<file path="config.mk">
export PLATFORM = sky130hd
export DESIGN_NAME = alu_cmd_sequencer
export DESIGN_NICKNAME = d
export VERILOG_FILES = /design/src/rtl/alu_cmd_sequencer.sv
export SDC_FILE = /design/constraint.sdc
export NUM_CORES = 1
export LEC_CHECK = 0
export BUFFER_PORTS_ARGS = -buffer_cell sky130_fd_sc_hd__buf_4
export CORE_MARGIN = 2
export CORE_UTILIZATION = 49
export CTS_BUF_LIST = sky130_fd_sc_hd__clkbuf_16
export CTS_CLUSTER_DIAMETER = 80
export DETAILED_ROUTE_END_ITERATION = 8
export PLACE_DENSITY = 0.79
export SLEW_MARGIN = 25
export SYNTH_ARGS = -nofsm -noshare
export SYNTH_HDL_FRONTEND = slang
export SYNTH_SLANG_ARGS = --single-unit
</file>
<file path="constraint.sdc">
create_clock -name CLK -period 1.9 [get_ports CLK]
set_input_delay 0.19 -clock CLK [delete_from_list [all_inputs] [get_ports CLK]]
set_output_delay 0.19 -clock CLK [all_outputs]
set_load 0.01 [all_outputs]
</file>
<file path="src/rtl/alu_cmd_sequencer.sv">
// ALU command sequencer: issues one op, waits the ALU latency, queues results.
// Optional saturating perf counters are built when ALU_SEQ_PERF_EN is defined.
module alu_cmd_sequencer #(
  parameter int DW        = 8,
  parameter int CW        = 4,
  parameter int LAT       = 1,
  parameter int RSP_DEPTH = 4
) (
  input  logic            CLK,
  input  logic            RST,
  input  logic            REQ_VALID,
  output logic            REQ_READY,
  input  logic [DW-1:0]   REQ_OPA,
  input  logic [DW-1:0]   REQ_OPB,
  input  logic            REQ_CIN,
  input  logic            REQ_MODE,
  input  logic [CW-1:0]   REQ_CMD,
  input  logic            REQ_SPLIT,
  output logic [1:0]      INP_VALID,
  output logic [DW-1:0]   OPA,
  output logic [DW-1:0]   OPB,
  output logic            CIN,
  output logic [CW-1:0]   CMD,
  output logic            MODE,
  output logic            CE,
  input  logic [2*DW-1:0] RES,
  input  logic            COUT,
  input  logic            OFLOW,
  input  logic            G,
  input  logic            E,
  input  logic            L,
  input  logic            ERR,
  output logic            RSP_VALID,
  input  logic            RSP_READY,
  output logic [2*DW-1:0] RSP_RES,
  output logic [5:0]      RSP_FLAGS,
  output logic [15:0]     PERF_ISSUED,
  output logic [15:0]     PERF_ERR
);

  localparam int AW = $clog2(RSP_DEPTH);
  localparam int FW = 2*DW + 6;
  localparam int TW = $clog2(LAT + 2);
  localparam logic [AW:0] FULL_CNT = (AW+1)'(RSP_DEPTH);

  typedef enum logic [1:0] {
    IDLE,
    ISSUE_A,
    ISSUE_B,
    WAIT
  } state_t;

  state_t          state;
  state_t          state_nxt;
  logic [DW-1:0]   h_opb;
  logic            h_split;
  logic [TW-1:0]   cnt;
  logic [TW-1:0]   leff_m1;
  logic            is_mul;
  logic            accept;
  logic            push;
  logic            pop;
  logic            full;
  logic [FW-1:0]   mem [RSP_DEPTH];
  logic [FW-1:0]   rsp_word;
  logic [AW-1:0]   wr_ptr;
  logic [AW-1:0]   rd_ptr;
  logic [AW:0]     count;

  assign full      = (count == FULL_CNT);
  assign REQ_READY = RST && (state == IDLE) && !full;
  assign accept    = REQ_VALID && REQ_READY;
  assign push      = (state == WAIT) && (cnt == '0);
  assign RSP_VALID = (count != '0);
  assign pop       = RSP_VALID && RSP_READY;

  // Multiplies take one extra ALU cycle.
  assign is_mul  = MODE && ((CMD == CW'(9)) || (CMD == CW'(10)));
  assign leff_m1 = is_mul ? TW'(LAT) : TW'(LAT - 1);

  always_comb begin
    state_nxt = state;
    INP_VALID = 2'b00;
    CE        = 1'b0;
    unique case (state)
      IDLE: begin
        if (accept) state_nxt = ISSUE_A;
      end
      ISSUE_A: begin
        CE        = 1'b1;
        INP_VALID = h_split ? 2'b01 : 2'b11;
        state_nxt = h_split ? ISSUE_B : WAIT;
      end
      ISSUE_B: begin
        CE        = 1'b1;
        INP_VALID = 2'b10;
        state_nxt = WAIT;
      end
      WAIT: begin
        CE = 1'b1;
        if (cnt == '0) state_nxt = IDLE;
      end
      default: state_nxt = IDLE;
    endcase
  end

  always_ff @(posedge CLK or negedge RST) begin
    if (!RST) begin
      state   <= IDLE;
      OPA     <= '0;
      OPB     <= '0;
      CIN     <= 1'b0;
      CMD     <= '0;
      MODE    <= 1'b0;
      h_opb   <= '0;
      h_split <= 1'b0;
      cnt     <= '0;
    end else begin
      state <= state_nxt;
      if (accept) begin
        OPA     <= REQ_OPA;
        h_opb   <= REQ_OPB;
        CIN     <= REQ_CIN;
        CMD     <= REQ_CMD;
        MODE    <= REQ_MODE;
        h_split <= REQ_SPLIT;
        if (!REQ_SPLIT) OPB <= REQ_OPB;
      end
      // Split ops present OPB only in the second issue cycle.
      if (state == ISSUE_A && h_split) OPB <= h_opb;
      if (state != WAIT && state_nxt == WAIT) begin
        cnt <= leff_m1;
      end else if (state == WAIT && cnt != '0) begin
        cnt <= cnt - 1'b1;
      end
    end
  end

  always_ff @(posedge CLK or negedge RST) begin
    if (!RST) begin
      wr_ptr <= '0;
      rd_ptr <= '0;
      count  <= '0;
      for (int i = 0; i < RSP_DEPTH; i++) mem[i] <= '0;
    end else begin
      if (push) begin
        mem[wr_ptr] <= {ERR, COUT, OFLOW, G, E, L, RES};
        wr_ptr      <= wr_ptr + 1'b1;
      end
      if (pop) rd_ptr <= rd_ptr + 1'b1;
      unique case ({push, pop})
        2'b10:   count <= count + 1'b1;
        2'b01:   count <= count - 1'b1;
        default: count <= count;
      endcase
    end
  end

  assign rsp_word  = mem[rd_ptr];
  assign RSP_RES   = rsp_word[2*DW-1:0];
  assign RSP_FLAGS = rsp_word[FW-1:2*DW];

`ifdef ALU_SEQ_PERF_EN
  always_ff @(posedge CLK or negedge RST) begin
    if (!RST) begin
      PERF_ISSUED <= '0;
      PERF_ERR    <= '0;
    end else begin
      if (accept && PERF_ISSUED != 16'hFFFF)
        PERF_ISSUED <= PERF_ISSUED + 16'd1;
      if (push && ERR && PERF_ERR != 16'hFFFF)
        PERF_ERR <= PERF_ERR + 16'd1;
    end
  end
`else
  assign PERF_ISSUED = '0;
  assign PERF_ERR    = '0;
`endif

endmodule

</file>
### Word level (Yosys, flattened, before mapping)

Cells that the tools add are included.

* memory bits (writable): 0
* memory bits (read-only): 0
* output and inout bits: 81
* bits in latches: 0
* memories: 0
* bits in registers: 130

* $mul: 0
* shift-type cells: 0
* bitwise operators: 2
* reduce and logical (&&, ||, !) cells: 21
* mux-type cells: 20
* equality and inequality tests: 11
* $add $sub $neg: 5
* divide/modulo/power cells: 0
* order comparisons: 3

Operators by type and width (count)
* $bwmux 88: 1
* $mux 22: 3
* $bmux 22 s2: 1
* $demux 22 s2: 1
* $mux 8: 3
* $logic_and 1x1->1: 10
* $mux 2: 5
* $eq 2x2->1 const B: 4
* $eq 4x4->1 const B: 2
* $pmux 2 s4: 1
* $reduce_bool 2->1: 4
* $ge 3x3->1 const B: 2
* $not 2->3: 2
* $pmux 3 s2: 1
* $add 2x1->2 const B: 2
* $eq 2x1->1 const B: 2
* $logic_not 2->1: 2
* $pmux 2 s2: 1
* $add 3x1->3 const B: 1
* $eq 3x3->1 const B: 1
* $lt 3x1->1 const B: 1
* $mux 1: 3
* $reduce_bool 3->1: 1
* $reduce_or 3->1: 1
* other kinds (7): 7

### Logic depth before layout (Yosys ltp)

Gate-level depths: netlist of the first run.

* depth after elaboration: 9
* mapped depth: 9
* mapped depth without buffers: 9

### Least setup slack after synthesis of the first run

OpenSTA, ideal clock, no wires.

* path type: register to register
* from: register count[1]
* to: register count[1]
* slack: -0.089 ns
* buffers on the path: 0
* arrival time: 1.906 ns
* required time: 1.817 ns
* library setup time: 0.083 ns
* clock period less this slack: 1.989 ns
* stages on the path, launching flop included: 7
* cell sequence: dfrtp_1 > or3_2 > and2_4 > ha_1 > inv_1 > fa_1 > o21ai_0

* longest elaborated chain between the ends: 4

RTL lines
* start: declaration: line 68 `logic [AW:0] count;`
* start signal: assignment: line 152 `2'b10: count <= count + 1'b1;`
* start signal: assignment: line 153 `2'b01: count <= count - 1'b1;`
* start signal: assignment: line 154 `default: count <= count;`
* $reduce_bool 3->1 (*): line 74 `assign RSP_VALID = (count != '0);`
* named net RSP_VALID: line 33 `output logic RSP_VALID,`
* $logic_and 1x1->1 (*): line 75 `assign pop = RSP_VALID && RSP_READY;`
* named net pop: line 62 `logic pop;`
* $eq 2x1->1 / $eq 2x2->1 (equally long branches): line 151 `unique case ({push, pop})`
* $pmux 3 s2 / $reduce_bool 2->1 (equally long branches)

The timed path passes the listed nets; every way through them passes the cells marked *.
A chain may end at the register's enable or synchronous reset.

### Worst setup path after layout of the first run

* from: register rd_ptr[0]
* to: output RSP_RES[11]

* longest elaborated chain between the ends: 4

RTL lines
* start: declaration: line 67 `logic [AW-1:0] rd_ptr;`
* start signal: assignment: line 150 `if (pop) rd_ptr <= rd_ptr + 1'b1;`
* $not 2->3 (implied by the code): line 159 `assign rsp_word = mem[rd_ptr];`
* $bmux 22 s2: line 159
* $mux 22 (implied by the code) (2 in series): line 159
* end: declaration: line 35 `output logic [2*DW-1:0] RSP_RES,`

Every way passes these cells. The select of a mux whose other input is x is not followed.

==> results.py, run 1 <==
metrics = {
    "clocking": {
        "clk_path_buf_depth": 2,
        "clk_pin_slew_ps": 60,
        "cts_tree": "done",
        "insertion_delay_ps": 410,
        "cts_buffers": 17,
        "numClockSinks": 130,
        "htreeDepth": 4,
        "cts-root-buf": "clkbuf_16",
    },
    "place": {
        "pre_cts_slack_ps": 2.46,
        "io_buffers": 97,
        "place_inst": 675,
        "hpwlAfterDp_um": 7660,
        "gp_congestion": 0.815,
        "place_area_sq_um": 7080,
    },
    "routing": {
        "wl_um": 11900,
        "drc": 0,
        "top_layer_used": "met4",
        "met2_length_um": 6170,
        "first_iter_violations": 167,
        "drt-met1-wl_um": 4960,
        "wl_per_cell_um": 16.4,
        "vias": 3649,
        "wl_met3_um": 672,
        "drt-pass1-iter-count": 4,
        "ant_nets": 0,
        "vias_per_cell": 5.01,
    },
    "sta": {
        "fmax_mhz": 534,
        "finalSetupViolations": 0,
        "hold_viol": 0,
        "fin_worst_skew_ps": 8.03,
        "maxSlewHeadroom": 0.555,
        "maxSlewViolCount": 0,
        "fin_crit_sh": 0.986,
        "worst_pin_slew_ps": 667,
        "rsz0062_at_grt": "true",
        "period_needed_ps": 1870,
        "setup_ws_ps": 27.3,
    },
    "final_layout": {
        "utilization": 0.655,
        "final_area_sq_um": 7940,
        "seq_area_sq_um": 3250,
        "drive_above_1_share": 0.525,
        "nFillCells": 895,
        "area_growth_pct": 29.8,
        "multi_input_area_sq_um": 2630,
        "stdcell_count": 728,
        "antenna_cells": 0,
        "finalNetCount": 610,
    },
    "synth": {
        "yosysTopAreaCellShare": 0.532,
        "synthTopCellsByArea": "dfrtp_1 53%, mux2_2 17%, mux4_2 8.1%",
        "synthCells": 408,
        "yosysUniqueCellTypes": 35,
        "synth_area_leader_cell": "dfrtp_1",
        "ys_seq_area_frac": 0.532,
        "synth_area_sq_um": 6110,
        "syn-mean-instance-area_sq_um": 15.0,
        "ys_seq_elements": 130,
        "ys_warn_count": 0,
    },
    "pwr": {
        "internal_power_w": 0.00988,
        "p_sw_w": 0.00430,
        "switching_share": 0.303,
        "p_leak_nw": 3.63,
        "power_frac_comb": 0.436,
        "p_seq_frac": 0.351,
        "p_clk_frac": 0.213,
        "peakVddDrop_uv": 818,
        "finalPower_w": 0.0142,
        "power_per_cell_area_nw_per_um2": 1790,
    },
    "die": {
        "die_w_um": 116,
        "io_pins": 130,
        "initial_core_util": 0.505,
        "die_h_um": 116,
        "fp.dieArea_sq_um": 13400,
        "core-area_sq_um": 12100,
        "rows": 40,
    },
    "grt": {
        "grt.overflow.total": 0,
        "grt_usage": 0.190,
        "grt_first_pass_wirelength_um": 19200,
        "grt_antenna_before_repair": 0,
        "grt_max_degree": 131,
        "grt_pass1_vias": 3981,
    },
    "worst_setup_path": {
        "crit_buf_inv": 2,
        "crit_chain": "buf_12, mux4_2, buf_6",
        "crit_required_ps": 1710,
        "max_stage_delay_ps": 550,
        "path_delay_family": "multiplexers",
        "crit_arrival_ps": 1680,
        "slowest_stage": "mux4_2",
        "critical_path.startpoint_type": "flop",
        "end_kind": "output pin",
        "path_max_fanout": 17,
        "critical_path_class": "reg2out",
    },
    "hold_path": {
        "min_path_type": "in2reg",
    },
    "run": {
        "drv_cap": 0,
    },
    "run_status": {
        "status": "complete, no violations",
    },
}
synthesized netlist by cell type (all sizes together):
cell type,count
a21oi,10
a22o,1
a2bb2oi,1
and2,1
buf,49
conb,1
dfrtp,130
fa,1
ha,12
inv,11
mux2,112
mux2i,9
mux4,22
nand2,6
nand2b,1
nand3,5
nand3b,1
nand4b,1
nor2,14
nor2b,3
nor3b,2
o21ai,2
o21bai,1
o22ai,1
o31ai,1
or3,2
xnor2,4
xor2,4
power by group through the flow:
stage,Sequential [W],Clock [W],Combinational (W)
2_1_floorplan,0.00489,0,0.00372
3_3_place_gp,0.00486,0,0.00567
3_5_place_dp,0.00497,0,0.00588
4_1_cts,0.00496,0.00309,0.00604
5_1_grt,0.00514,0.00324,0.00669
6_report,0.00497,0.00303,0.00619
state kept, by name, indices dropped and copies added (netlist names):
| signal | cells |
|---|---|
| state | 2 |
| rd_ptr | 2 |
| MODE | 1 |
| h_opb | 8 |
| OPB | 8 |
| cnt | 2 |
| wr_ptr | 2 |
| OPA | 8 |
| count | 3 |
| CIN | 1 |
| CMD | 4 |
| h_split | 1 |
| mem | 88 |
metrics by stage:
step / setup TNS, ps / hold slack (ps)
5_1_grt: -417 / 1.09
4_1_cts: -34.1 / 0.647
3_3_place_gp: 0 / 378
3_5_place_dp: 0 / 389
2_1_floorplan: 0 / -106
6_report: 0 / 22.0
layout make-up:
type | count | share of cell area
sequential | 130 | 0.410
timing repair buffer | 139 | 0.158
tap | 168 | 0.0265
multi-input combinational | 249 | 0.331
clock inverter | 14 | 0.0158
clock buffer | 17 | 0.0536
inverter | 11 | 0.00520
per-layer routing:
layer / GRT usage / vias up
met5: 0 / -
met3: 0.0675 / 14
met2: 0.329 / 103
met1: 0.226 / 1868
met4: 0.0548 / 0
li1: - / 1664
worst reg2reg max path: stages, from the launching register on:
cell     delay [ps]
dfrtp_1         380
or3_4           390
and2_4          190
ha_4            170
inv_2            60
fa_2            200
xor2_1          150
nor2_1           80
xor2_1          140
cells by family (layout without fill, tap and decap cells):
| group | after synthesis | count (layout) | synth area share |
|---|---|---|---|
| mux | 143 | 143 | 0.314 |
| simple gates | 36 | 36 | 0.0323 |
| flops | 130 | 130 | 0.532 |
| xor+xnor | 8 | 8 | 0.0115 |
| buf+inv | 60 | 181 | 0.0636 |
| fa+ha+maj | 13 | 13 | 0.0278 |
| compound gates | 17 | 17 | 0.0184 |
| other cells | 1 | 32 | 0.000613 |
cells in the final DEF (no fill, tap or decap), types with 3 or more instances in the layout:
master,n
dlygate4sd3_1,19
clkinv_2,3
nand2_1,5
mux4_2,22
mux2i_1,9
buf_12,8
nand3_1,5
conb_1,32
inv_1,11
buf_4,95
clkbuf_16,17
ha_1,9
xnor2_1,4
xor2_1,4
mux2_4,19
mux2_2,93
clkinvlp_4,3
buf_6,17
dfrtp_1,129
nor2_1,13
clkinv_1,3
a21oi_1,10
what timing repair did:
item                                    CTS  global route
setup buffers                             0             3
endpoints found under the setup margin   10            24
endpoints found under the hold margin   147             1
cloned                                    0             0
pin swaps                                 0             3
hold buffers                             18             1
gates resized for setup                  10            15
final timing paths:
| check | from | to | slack, ps | cells past startpoint |
|---|---|---|---|---|
| worst max register to register | count[1] | count[2] | 40 | 8 |
| max in group asynchronous | RST | mem[22] | 930 | 3 |
| worst max-delay path | rd_ptr[0] | RSP_RES[11] | 30 | 3 |
| min in group asynchronous | RST | h_split | 480 | 3 |
| worst min register to register | mem[38] | mem[38] | 500 | 1 |
| worst min-delay path | REQ_OPB[2] | h_opb[2] | 20 | 2 |
No activity file was read; power rests on OpenSTA's default activity.
==> run 2: changes to the inputs <==
--- a/config.mk
+++ b/config.mk
@@ -12,6 +12,7 @@
 export CTS_CLUSTER_DIAMETER = 80
 export DETAILED_ROUTE_END_ITERATION = 8
 export PLACE_DENSITY = 0.79
+export RECOVER_POWER = 50
 export SLEW_MARGIN = 25
 export SYNTH_ARGS = -nofsm -noshare
 export SYNTH_HDL_FRONTEND = slang
==> run 2 against run 1 <==
Clock skew about the same. Sequential cell count stayed put. Wire length hardly changed. Power about the same. Final cell count unchanged. Die area stayed put. Critical endpoint unchanged. Largest cell class unchanged. Largest power group unchanged.
==> results.py, run 2 (synthesis results as in run 1) <==
metrics = {
    "grt": {
        "grt_pass1_vias": 3981,
        "grt.overflow.total": 0,
        "grt_antenna_before_repair": 0,
        "grt-busiest-layer": "met2",
        "grt_use_met1": 0.226,
        "grt_max_degree": 131,
        "grt_use_met3": 0.0675,
        "use_met2": 0.329,
        "grt_usage": 0.190,
        "grt_first_pass_wirelength_um": 19200,
    },
    "worst_setup_path": {
        "crit_required_ps": 1710,
        "crit_arrival_ps": 1680,
        "path_delay_family": "multiplexers",
        "end_kind": "output pin",
        "slowest_stage": "mux4_2",
        "critical_path_class": "reg2out",
        "crit_buf_inv": 2,
        "crit_chain": "buf_12, mux4_2, buf_6",
        "critical_path.startpoint_type": "flop",
        "max_stage_delay_ps": 550,
        "path_max_fanout": 17,
    },
    "sta": {
        "worst_pin_slew_ps": 1140,
        "fin_crit_sh": 0.985,
        "rsz0062_at_grt": "true",
        "fin_worst_skew_ps": 8.26,
        "period_needed_ps": 1870,
        "maxSlewViolCount": 0,
        "fmax_mhz": 534,
        "finalSetupViolations": 0,
        "maxSlewHeadroom": 0.239,
        "setup_ws_ps": 29.0,
        "hold_viol": 0,
    },
    "routing": {
        "vias_per_cell": 5.01,
        "drc": 0,
        "ant_nets": 0,
        "vias": 3649,
        "wl_um": 12000,
        "first_iter_violations": 176,
        "wl_per_cell_um": 16.4,
        "drt-pass1-iter-count": 4,
    },
    "final_layout": {
        "nFillCells": 896,
        "top_register": "mem",
        "drive_above_1_share": 0.525,
        "final_common_cell": "dfrtp_1",
        "stdcell_count": 728,
        "area_growth_pct": 29.7,
        "antenna_cells": 0,
        "mostFrequentLayoutCells": "129 x dfrtp_1, 95 x buf_4, 93 x mux2_2, 32 x conb_1, 22 x mux4_2",
        "largest_reg_flops": 88,
        "finalNetCount": 610,
    },
    "clocking": {
        "insertion_delay_ps": 420,
        "clk_pin_slew_ps": 60,
        "numClockSinks": 130,
        "cts_tree": "done",
        "cts_buffers": 17,
        "cts-root-buf": "clkbuf_16",
        "htreeDepth": 4,
        "clk_path_buf_depth": 2,
    },
    "place": {
        "gp_congestion": 0.815,
        "place_inst": 675,
        "hpwlAfterDp_um": 7660,
        "io_buffers": 97,
        "pre_cts_slack_ps": 2.46,
    },
    "die": {
        "initial_core_util": 0.505,
        "die_w_um": 116,
        "rows": 40,
        "core-area_sq_um": 12100,
        "fp.dieArea_sq_um": 13400,
        "io_pins": 130,
        "die_h_um": 116,
    },
    "pwr": {
        "p_leak_nw": 3.62,
        "peakVddDrop_uv": 818,
        "power_per_cell_area_nw_per_um2": 1790,
    },
    "run": {
        "drv_cap": 0,
    },
    "run_status": {
        "status": "complete, no violations",
    },
    "hold_path": {
        "min_path_type": "in2reg",
    },
}
## run 2: cell count changes in the layout (fill, tap and decap cells not counted)
cell    before  now
buf_6       17   18
buf_12       8    7
## run 2: path summary, 6_finish.rpt
path	depth (start not counted)	endpoint	startpoint	slack, ps
min in group asynchronous	3	h_split	RST	660
setup / recovery	3	RSP_RES[11]	rd_ptr[0]	30
hold reg to reg	1	mem[38]	mem[38]	500
max in group asynchronous	3	mem[22]	RST	470
hold / removal	2	h_opb[2]	REQ_OPB[2]	20
setup reg to reg	8	count[2]	count[1]	40
## run 2: worst reg2reg max path, delay by kind of cell (launching register included)
kind,cells,cell delay (ps)
flops,1,380
buf+inv,1,60
simple gates,3,660
xor+xnor,2,290
fa+ha+maj,2,370
## run 2: timing repair
action                                  in CTS  in global routing
resized for setup                           10                 15
hold endpoints to repair                   147                  1
buffers inserted                             0                  3
endpoints found under the setup margin      10                 24
pin swaps                                    0                  3
hold buffers                                18                  1
## run 2: final cells by class
class                      instances  area, sq um  share of cell area
timing repair buffer             139         1250               0.157
inverter                          11         41.3             0.00521
clock buffer                      17          425              0.0536
sequential                       130         3250               0.410
multi-input combinational        249         2630               0.331
tap                              168          210              0.0265
clock inverter                    14          125              0.0158
## run 2: power by group
group / internal (W) / leakage, nW / switching [W]
clock network: 0.00189 / 0.269 / 0.00115
registers: 0.00420 / 1.52 / 0.000771
logic: 0.00379 / 1.83 / 0.00239
## run 2: metrics by stage
stage	hold WS, ps	TNS [ps]	area [sq um]	total power [W]	util
after floorplan	-106	0	6240	0.00861	-
after global placement	378	0	7080	0.0105	0.585
after detailed placement	389	0	7080	0.0109	0.585
after CTS	0.647	-34.1	7850	0.0141	0.648
after global routing	1.09	-417	7930	0.0151	0.655
final	21.3	0	7930	0.0142	0.655
## run 2: layer usage
layer | share of wire | wire [um] | vias to the layer above
li1 | - | - | 1664
met1 | 0.42 | 5030 | 1868
met2 | 0.51 | 6110 | 103
met3 | 0.056 | 674 | 14
met4 | 0.011 | 129 | 0
met5 | 0 | 0 | -
